**src/rtl/riscv_pkg.sv**
```systemverilog
// Shared core definitions: data widths, fixed instruction encodings and the
// fetch_port FSM state type.
package riscv_pkg;

  localparam int unsigned XLEN  = 32;
  localparam int unsigned TAG_W = XLEN - 2;

  // addi x0, x0, 0
  localparam logic [XLEN-1:0] NOP_INSN     = 32'h0000_0013;
  // All-zero word is a guaranteed illegal instruction, so decode traps on it.
  localparam logic [XLEN-1:0] ILLEGAL_INSN = 32'h0000_0000;

  typedef enum logic {
    IDLE = 1'b0,
    WAIT = 1'b1
  } fetch_port_state_t;

endpackage : riscv_pkg

```
**src/rtl/fetch_port.sv**
```systemverilog
// fetch_port: instruction-side bus responder with a one-word line buffer.
// The fetch stage gets the buffered word combinationally on a hit. On a miss
// the port runs one valid/ready read on the external bus and keeps
// fetch_stall high until the word is in the buffer.
//
// Optional feature: define FETCH_PORT_TIMEOUT_EN to enable a watchdog that
// aborts a read after TIMEOUT_CYCLES WAIT cycles without ext_ready and fills
// the buffer with ERROR_WORD flagged by fetch_error.
//
// Ports:
//   clk            sole clock, rising edge
//   reset          synchronous, active-high
//   fetch_address  PC from fetch, bits [1:0] ignored
//   fetch_data     buffered word, meaningful when fetch_stall = 0
//   fetch_stall    combinational miss indication
//   fetch_error    buffered word came from an aborted read
//   flush          invalidate the buffer (fence.i, trap entry)
//   ext_valid      registered read request
//   ext_address    registered word-aligned request address
//   ext_ready      response strobe, ext_rdata valid in the same cycle
//   ext_rdata      read data
module fetch_port
  import riscv_pkg::*;
#(
  parameter int unsigned     TIMEOUT_CYCLES = 255,
  parameter logic [XLEN-1:0] ERROR_WORD     = ILLEGAL_INSN
) (
  input  logic            clk,
  input  logic            reset,
  input  logic [XLEN-1:0] fetch_address,
  output logic [XLEN-1:0] fetch_data,
  output logic            fetch_stall,
  output logic            fetch_error,
  input  logic            flush,
  output logic            ext_valid,
  output logic [XLEN-1:0] ext_address,
  input  logic            ext_ready,
  input  logic [XLEN-1:0] ext_rdata
);

  // Line buffer and request bookkeeping
  logic             buf_valid;
  logic [TAG_W-1:0] buf_tag;
  logic [XLEN-1:0]  buf_data;
  logic [TAG_W-1:0] req_tag;
  logic             discard;

  fetch_port_state_t state;
  fetch_port_state_t state_d;

  // FSM strobes
  logic hit;
  logic issue;
  logic retire;
  logic fill_ok;
  logic set_discard;

  // Byte offset within the word has no meaning for a word buffer.
  logic unused_addr_lsb;
  assign unused_addr_lsb = ^fetch_address[1:0];

`ifdef FETCH_PORT_TIMEOUT_EN
  localparam int unsigned CNT_W = (TIMEOUT_CYCLES < 1) ? 1 : $clog2(TIMEOUT_CYCLES + 1);

  logic             buf_err;
  logic [CNT_W-1:0] wait_cnt;
  logic             timeout;
  logic             fill_err;

  // Abort on the WAIT cycle whose increment would reach the limit, so
  // ext_valid is high for exactly TIMEOUT_CYCLES cycles.
  assign timeout     = ((wait_cnt + CNT_W'(1)) == CNT_W'(TIMEOUT_CYCLES));
  assign fetch_error = buf_err;
`else
  // Configuration knobs only matter with the watchdog built in.
  logic unused_cfg;
  assign unused_cfg  = ^{ERROR_WORD, TIMEOUT_CYCLES};
  assign fetch_error = 1'b0;
`endif

  // Hit detection and fetch-side outputs
  assign hit         = buf_valid && (buf_tag == fetch_address[XLEN-1:2]);
  assign fetch_stall = !hit;
  assign fetch_data  = buf_data;

  // State register
  always_ff @(posedge clk) begin
    if (reset) begin
      state <= IDLE;
    end else begin
      state <= state_d;
    end
  end

  // Next-state and control strobes
  always_comb begin
    state_d     = state;
    issue       = 1'b0;
    retire      = 1'b0;
    fill_ok     = 1'b0;
    set_discard = 1'b0;
`ifdef FETCH_PORT_TIMEOUT_EN
    fill_err    = 1'b0;
`endif
    unique case (state)
      IDLE: begin
        // Flush suppresses the request; the miss is retried next cycle.
        if (!hit && !flush) begin
          issue   = 1'b1;
          state_d = WAIT;
        end
      end
      WAIT: begin
        if (ext_ready) begin
          retire  = 1'b1;
          // A same-cycle or earlier flush turns the response into a drop.
          fill_ok = !flush && !discard;
          state_d = IDLE;
        end
`ifdef FETCH_PORT_TIMEOUT_EN
        else if (timeout) begin
          retire   = 1'b1;
          fill_err = !flush && !discard;
          state_d  = IDLE;
        end
`endif
        else if (flush) begin
          set_discard = 1'b1;
        end
      end
      default: begin
        state_d = IDLE;
      end
    endcase
  end

  // Bus request, buffer and watchdog registers
  always_ff @(posedge clk) begin
    if (reset) begin
      ext_valid   <= 1'b0;
      ext_address <= '0;
      req_tag     <= '0;
      discard     <= 1'b0;
      buf_valid   <= 1'b0;
      buf_tag     <= '0;
      buf_data    <= '0;
`ifdef FETCH_PORT_TIMEOUT_EN
      buf_err     <= 1'b0;
      wait_cnt    <= '0;
`endif
    end else begin
      // Request stays stable from issue until retire.
      if (issue) begin
        ext_valid   <= 1'b1;
        ext_address <= {fetch_address[XLEN-1:2], 2'b00};
        req_tag     <= fetch_address[XLEN-1:2];
        discard     <= 1'b0;
      end else if (retire) begin
        ext_valid   <= 1'b0;
      end

      if (set_discard) begin
        discard <= 1'b1;
      end

      // Fills never coincide with flush, so the ordering here is safe.
      if (fill_ok) begin
        buf_valid <= 1'b1;
        buf_tag   <= req_tag;
        buf_data  <= ext_rdata;
`ifdef FETCH_PORT_TIMEOUT_EN
        buf_err   <= 1'b0;
`endif
      end
`ifdef FETCH_PORT_TIMEOUT_EN
      else if (fill_err) begin
        buf_valid <= 1'b1;
        buf_tag   <= req_tag;
        buf_data  <= ERROR_WORD;
        buf_err   <= 1'b1;
      end
`endif
      else if (flush) begin
        buf_valid <= 1'b0;
      end

`ifdef FETCH_PORT_TIMEOUT_EN
      if (issue) begin
        wait_cnt <= '0;
      end else if ((state == WAIT) && !ext_ready) begin
        wait_cnt <= wait_cnt + CNT_W'(1);
      end
`endif
    end
  end

endmodule : fetch_port
```
**config.mk**
```make
export PLATFORM = sky130hd
export DESIGN_NAME = fetch_port
export DESIGN_NICKNAME = d
export VERILOG_FILES = /design/src/rtl/riscv_pkg.sv /design/src/rtl/fetch_port.sv
export SDC_FILE = /design/constraint.sdc
export NUM_CORES = 1
export LEC_CHECK = 0
export BUFFER_PORTS_ARGS = -buffer_cell sky130_fd_sc_hd__buf_2
export CAP_MARGIN = 20
export CELL_PAD_IN_SITES_DETAIL_PLACEMENT = 1
export CELL_PAD_IN_SITES_GLOBAL_PLACEMENT = 2
export CORE_AREA = 2 2 128 130
export CTS_CLUSTER_DIAMETER = 80
export DETAILED_ROUTE_END_ITERATION = 16
export DIE_AREA = 0 0 130 132
export MAX_ROUTING_LAYER = met4
export PLACE_DENSITY = 0.74
export SYNTH_ARGS = -nofsm -noshare
export SYNTH_HDL_FRONTEND = slang
export SYNTH_SLANG_ARGS = --single-unit
```
**constraint.sdc**
```tcl
create_clock -name clk -period 1.7 [get_ports clk]
set_input_delay 0.17 -clock clk [delete_from_list [all_inputs] [get_ports clk]]
set_output_delay 0.17 -clock clk [all_outputs]
set_load 0.01 [all_outputs]
```
==> impl_results.md <==
- Failing checks: setup timing
- Core area: 15710 um^2
- Yosys cell types: 26
- Dominant cell type by area after synthesis: dfxtp_1
- RSZ-0062 raised after global routing: yes
- H-Tree Depth: 3
- Mean post-synth cell area: 8.651 um^2
- CTS tree: yes
- Reg2reg setup slack: -0.25 ns
- Register area share after synthesis: 47.88%
- Fraction of layout cells with a size suffix above 1: 31.26%
- Die Wd: 130 um
- Post-synth EDFFs: 0
- #FFs+latches synth: 96
- Status: complete, but fails checks
- Max-cap violations: 0
- IO Pins: 135
- Synth async-reset ratio: 0%
- GRT Overall Usage: 14.81%
- Yosys warnings: 0
- Register-to-Register Path Depth: 7
- Vias in the first global route: 3725
- Clock slew at reported path FFs: 0.07 ns
- Setup TNS: -5.665 ns
- Setup Skew: 0.008301 ns
- Slowest stage cell, crit path: a311oi_4
- Achievable frequency: 0.5138 GHz
- Post-Synthesis Cell Area: 4014 um^2
- FILL cells: 1900
- Final Hold Vio Count: 0
- Static Leakage: 2.170 nW
- Global-route wire length before repair: 19230 um
- DR vias/cell: 4.313
- CP max FO: 8
- Clock Tree Buf Depth: 2
- Fin. max-slew vios: 0
- Post-CTS Hold Fix Bufs: 0
- Hold depth: 3
- Sw Ratio: 25.25%
- Gpl congestion: 0.7598
- WS Path Type: reg2reg
- Worst Hold End: fetch_data[8]
- Hold WC Path Type: in2reg
- Grt total ovfl: 0
- Vias: 3498
- Tmin final: 1.946 ns
- Combinational share of power: 11.9%
- Antenna Nets Post-Route: 0
- Crit share post-route: 114.5%
- CTS root buffer: clkbuf_16
- # DRC: 0
- Largest net degree at the start of global routing: 44
- Critical Path Sink Type: flip-flop
- Initial Util: 25.55%
- Part of the power in registers: 50.1%
- Share of the synthesized area in the top cell type: 47.88%
- Total detailed-routing wirelength: 12000 um
- Fin util: 33.97%
- Setup ws final: -0.2463 ns
- Die height: 132 um
- Arrival @ worst endpoint: 2.21 ns
- Clk_lat worst skew: 0.34 ns
- Ys flop type: dfxtp_1
- Fin nets: 661
- WL/cell: 14.80 um
- DP Wirelength: 8617 um
- Top cells by area, synth: dfxtp_1, nand2_1, nand2b_1
- Site Rows: 46
- Drt first pass iters: 4
- R2R Path End: req_tag[28]
- Final setup vio count: 32
- IR drop worst, VDD: 476.4 uV
- # port buffers: 129
- Full die area: 17160 um^2
- DR iter-0 viols: 103
- Ant. Diodes: 0
- Crit start category: flip-flop
- Synth Instances: 464
- Worst EP required: 1.96 ns
- Slew @ Worst Pin: 0.5445 ns
- Initial antenna violation count: 0
- PwrDens: 890.7 nW/um^2
- Crit path largest cell delay: 0.54 ns
- TritonCTS Buffers: 9
- Internal power: 0.003554 W
- Clk sink count: 96
- Relative slew slack: 63.70%
- Area grow syn2layout: 32.98%
- Sw Pwr: 0.001201 W
- Hold_sp: ext_rdata[8]
- Worst-path cell chain: xnor2_2 -> nand4_1 -> nor4_4 -> buf_4 -> a311oi_4 -> buf_6 -> mux2i_2
- Clock group share of total power: 38.0%
- R2R Path Start: buf_tag[14]
## flip-flops by register name (all words and copies together) (netlist names)
name	flops
buf_tag	30
buf_valid	1
discard	1
ext_valid	1
fetch_data	32
req_tag	30
state	1
## stage by stage
stage / power (W) / worst slack, ns / instances / instance area (um^2) / hold WS [ns]
2_1_floorplan: 0.002719 / 0.09253 / 466 / 4021 / 0.3060
3_3_place_gp: 0.002956 / -0.1987 / 794 / 4946 / 0.4107
3_5_place_dp: 0.002977 / -0.1995 / 794 / 4946 / 0.4167
4_1_cts: 0.004825 / -0.3323 / 809 / 5301 / 0.04445
5_1_grt: 0.004992 / -0.3426 / 811 / 5338 / 0.05450
6_report: 0.004754 / -0.2463 / 811 / 5338 / 0.05992
## critical path, delay by kind of cell, from the launching register on
| family | cells | cell delay (ns) |
|---|---|---|
| AND/OR/NAND/NOR | 2 | 0.21 |
| AO/OA/AOI/OAI | 1 | 0.54 |
| flip-flops | 1 | 0.33 |
| multiplexers | 1 | 0.23 |
| XOR/XNOR | 1 | 0.15 |
| buffers and inverters | 2 | 0.40 |
## layout make-up
cell class | count | area [um^2] | share of cell area [%]
Tap cell | 216 | 270.3 | 5.063
Clock inverter | 2 | 10.01 | 0.1875
Multi-Input combinational cell | 335 | 2033 | 38.09
Timing Repair Buffer | 148 | 847.1 | 15.87
Inverter | 3 | 11.26 | 0.2110
Sequential cell | 96 | 1933 | 36.22
Clock buffer | 11 | 232.7 | 4.360
## per-layer routing
metal  GRT usage, %  routed length (um)  share of wire, %
met1          18.21                5537                46
met2          24.00                5783                48
met3          3.450                 466               3.9
met4          4.600                 216               1.8
met5              -                   0                 0
## power groups by stage
stage | registers [W] | logic [W] | clock network [W]
finish | 0.00238 | 0.000566 | 0.00181
global route | 0.00239 | 0.000618 | 0.00198
CTS | 0.00238 | 0.000571 | 0.00187
detailed placement | 0.00243 | 0.000544 | 0
global placement | 0.00243 | 0.000528 | 0
floorplan | 0.00246 | 0.000264 | 0
## cells by family (layout without fill, tap and decap cells)
| group | after synthesis | in the layout | share of synthesized area [%] |
|---|---|---|---|
| buf+inv | 35 | 164 | 4.115 |
| simple gates | 204 | 204 | 24.53 |
| mux | 30 | 30 | 7.481 |
| other cells | 1 | 3 | 0.09343 |
| xor+xnor | 27 | 27 | 5.892 |
| compound gates | 71 | 71 | 10.01 |
| flops | 96 | 96 | 47.88 |
## cells in the mapped netlist, types with 2 or more instances
| master | instances |
|---|---|
| buf_4 | 3 |
| clkbuf_1 | 26 |
| nor2b_1 | 2 |
| buf_6 | 3 |
| nand2b_1 | 62 |
| xor2_1 | 2 |
| a21oi_1 | 65 |
| inv_1 | 3 |
| dfxtp_1 | 96 |
| nor4_4 | 2 |
| nand3_1 | 3 |
| nand2_1 | 126 |
| xnor2_1 | 25 |
| nand4_1 | 5 |
| mux2i_1 | 30 |
## worst max-delay path by stage
stage / from / to / depth (start not counted)
after global routing: buf_tag[14] / req_tag[25] / 7
final: buf_tag[14] / req_tag[28] / 7
after global placement: buf_tag[11] / req_tag[1] / 6
after floorplan: buf_tag[3] / discard / 5
after detailed placement: buf_tag[11] / discard / 5
after CTS: buf_tag[10] / fetch_stall / 6
## cell usage in the layout (no fill, tap or decap), drive strengths merged
cell type  synthesis  final
a2111o             1      1
a2111oi            1      1
a21oi             65     65
a311o              1      1
a311oi             1      1
buf                6    148
clkbuf            26     11
clkinv             0      2
conb               1      3
dfxtp             96     96
inv                3      3
mux2i             30     30
nand2            126    126
nand2b            62     62
nand3              3      3
nand4              5      5
nor2               2      2
nor2b              2      2
nor3               1      1
nor4               2      2
o2111ai            1      1
o21ai              1      1
or2b               1      1
xnor2             25     25
xor2               2      2
## what timing repair did
item | 4_1_cts | 5_1_grt
setup endpoints to repair | 34 | 34
gates resized for setup | 21 | 8
setup buffers | 2 | 2
cloned | 1 | 0
pin swaps | 11 | 9
No activity file was read; power rests on OpenSTA's default activity.
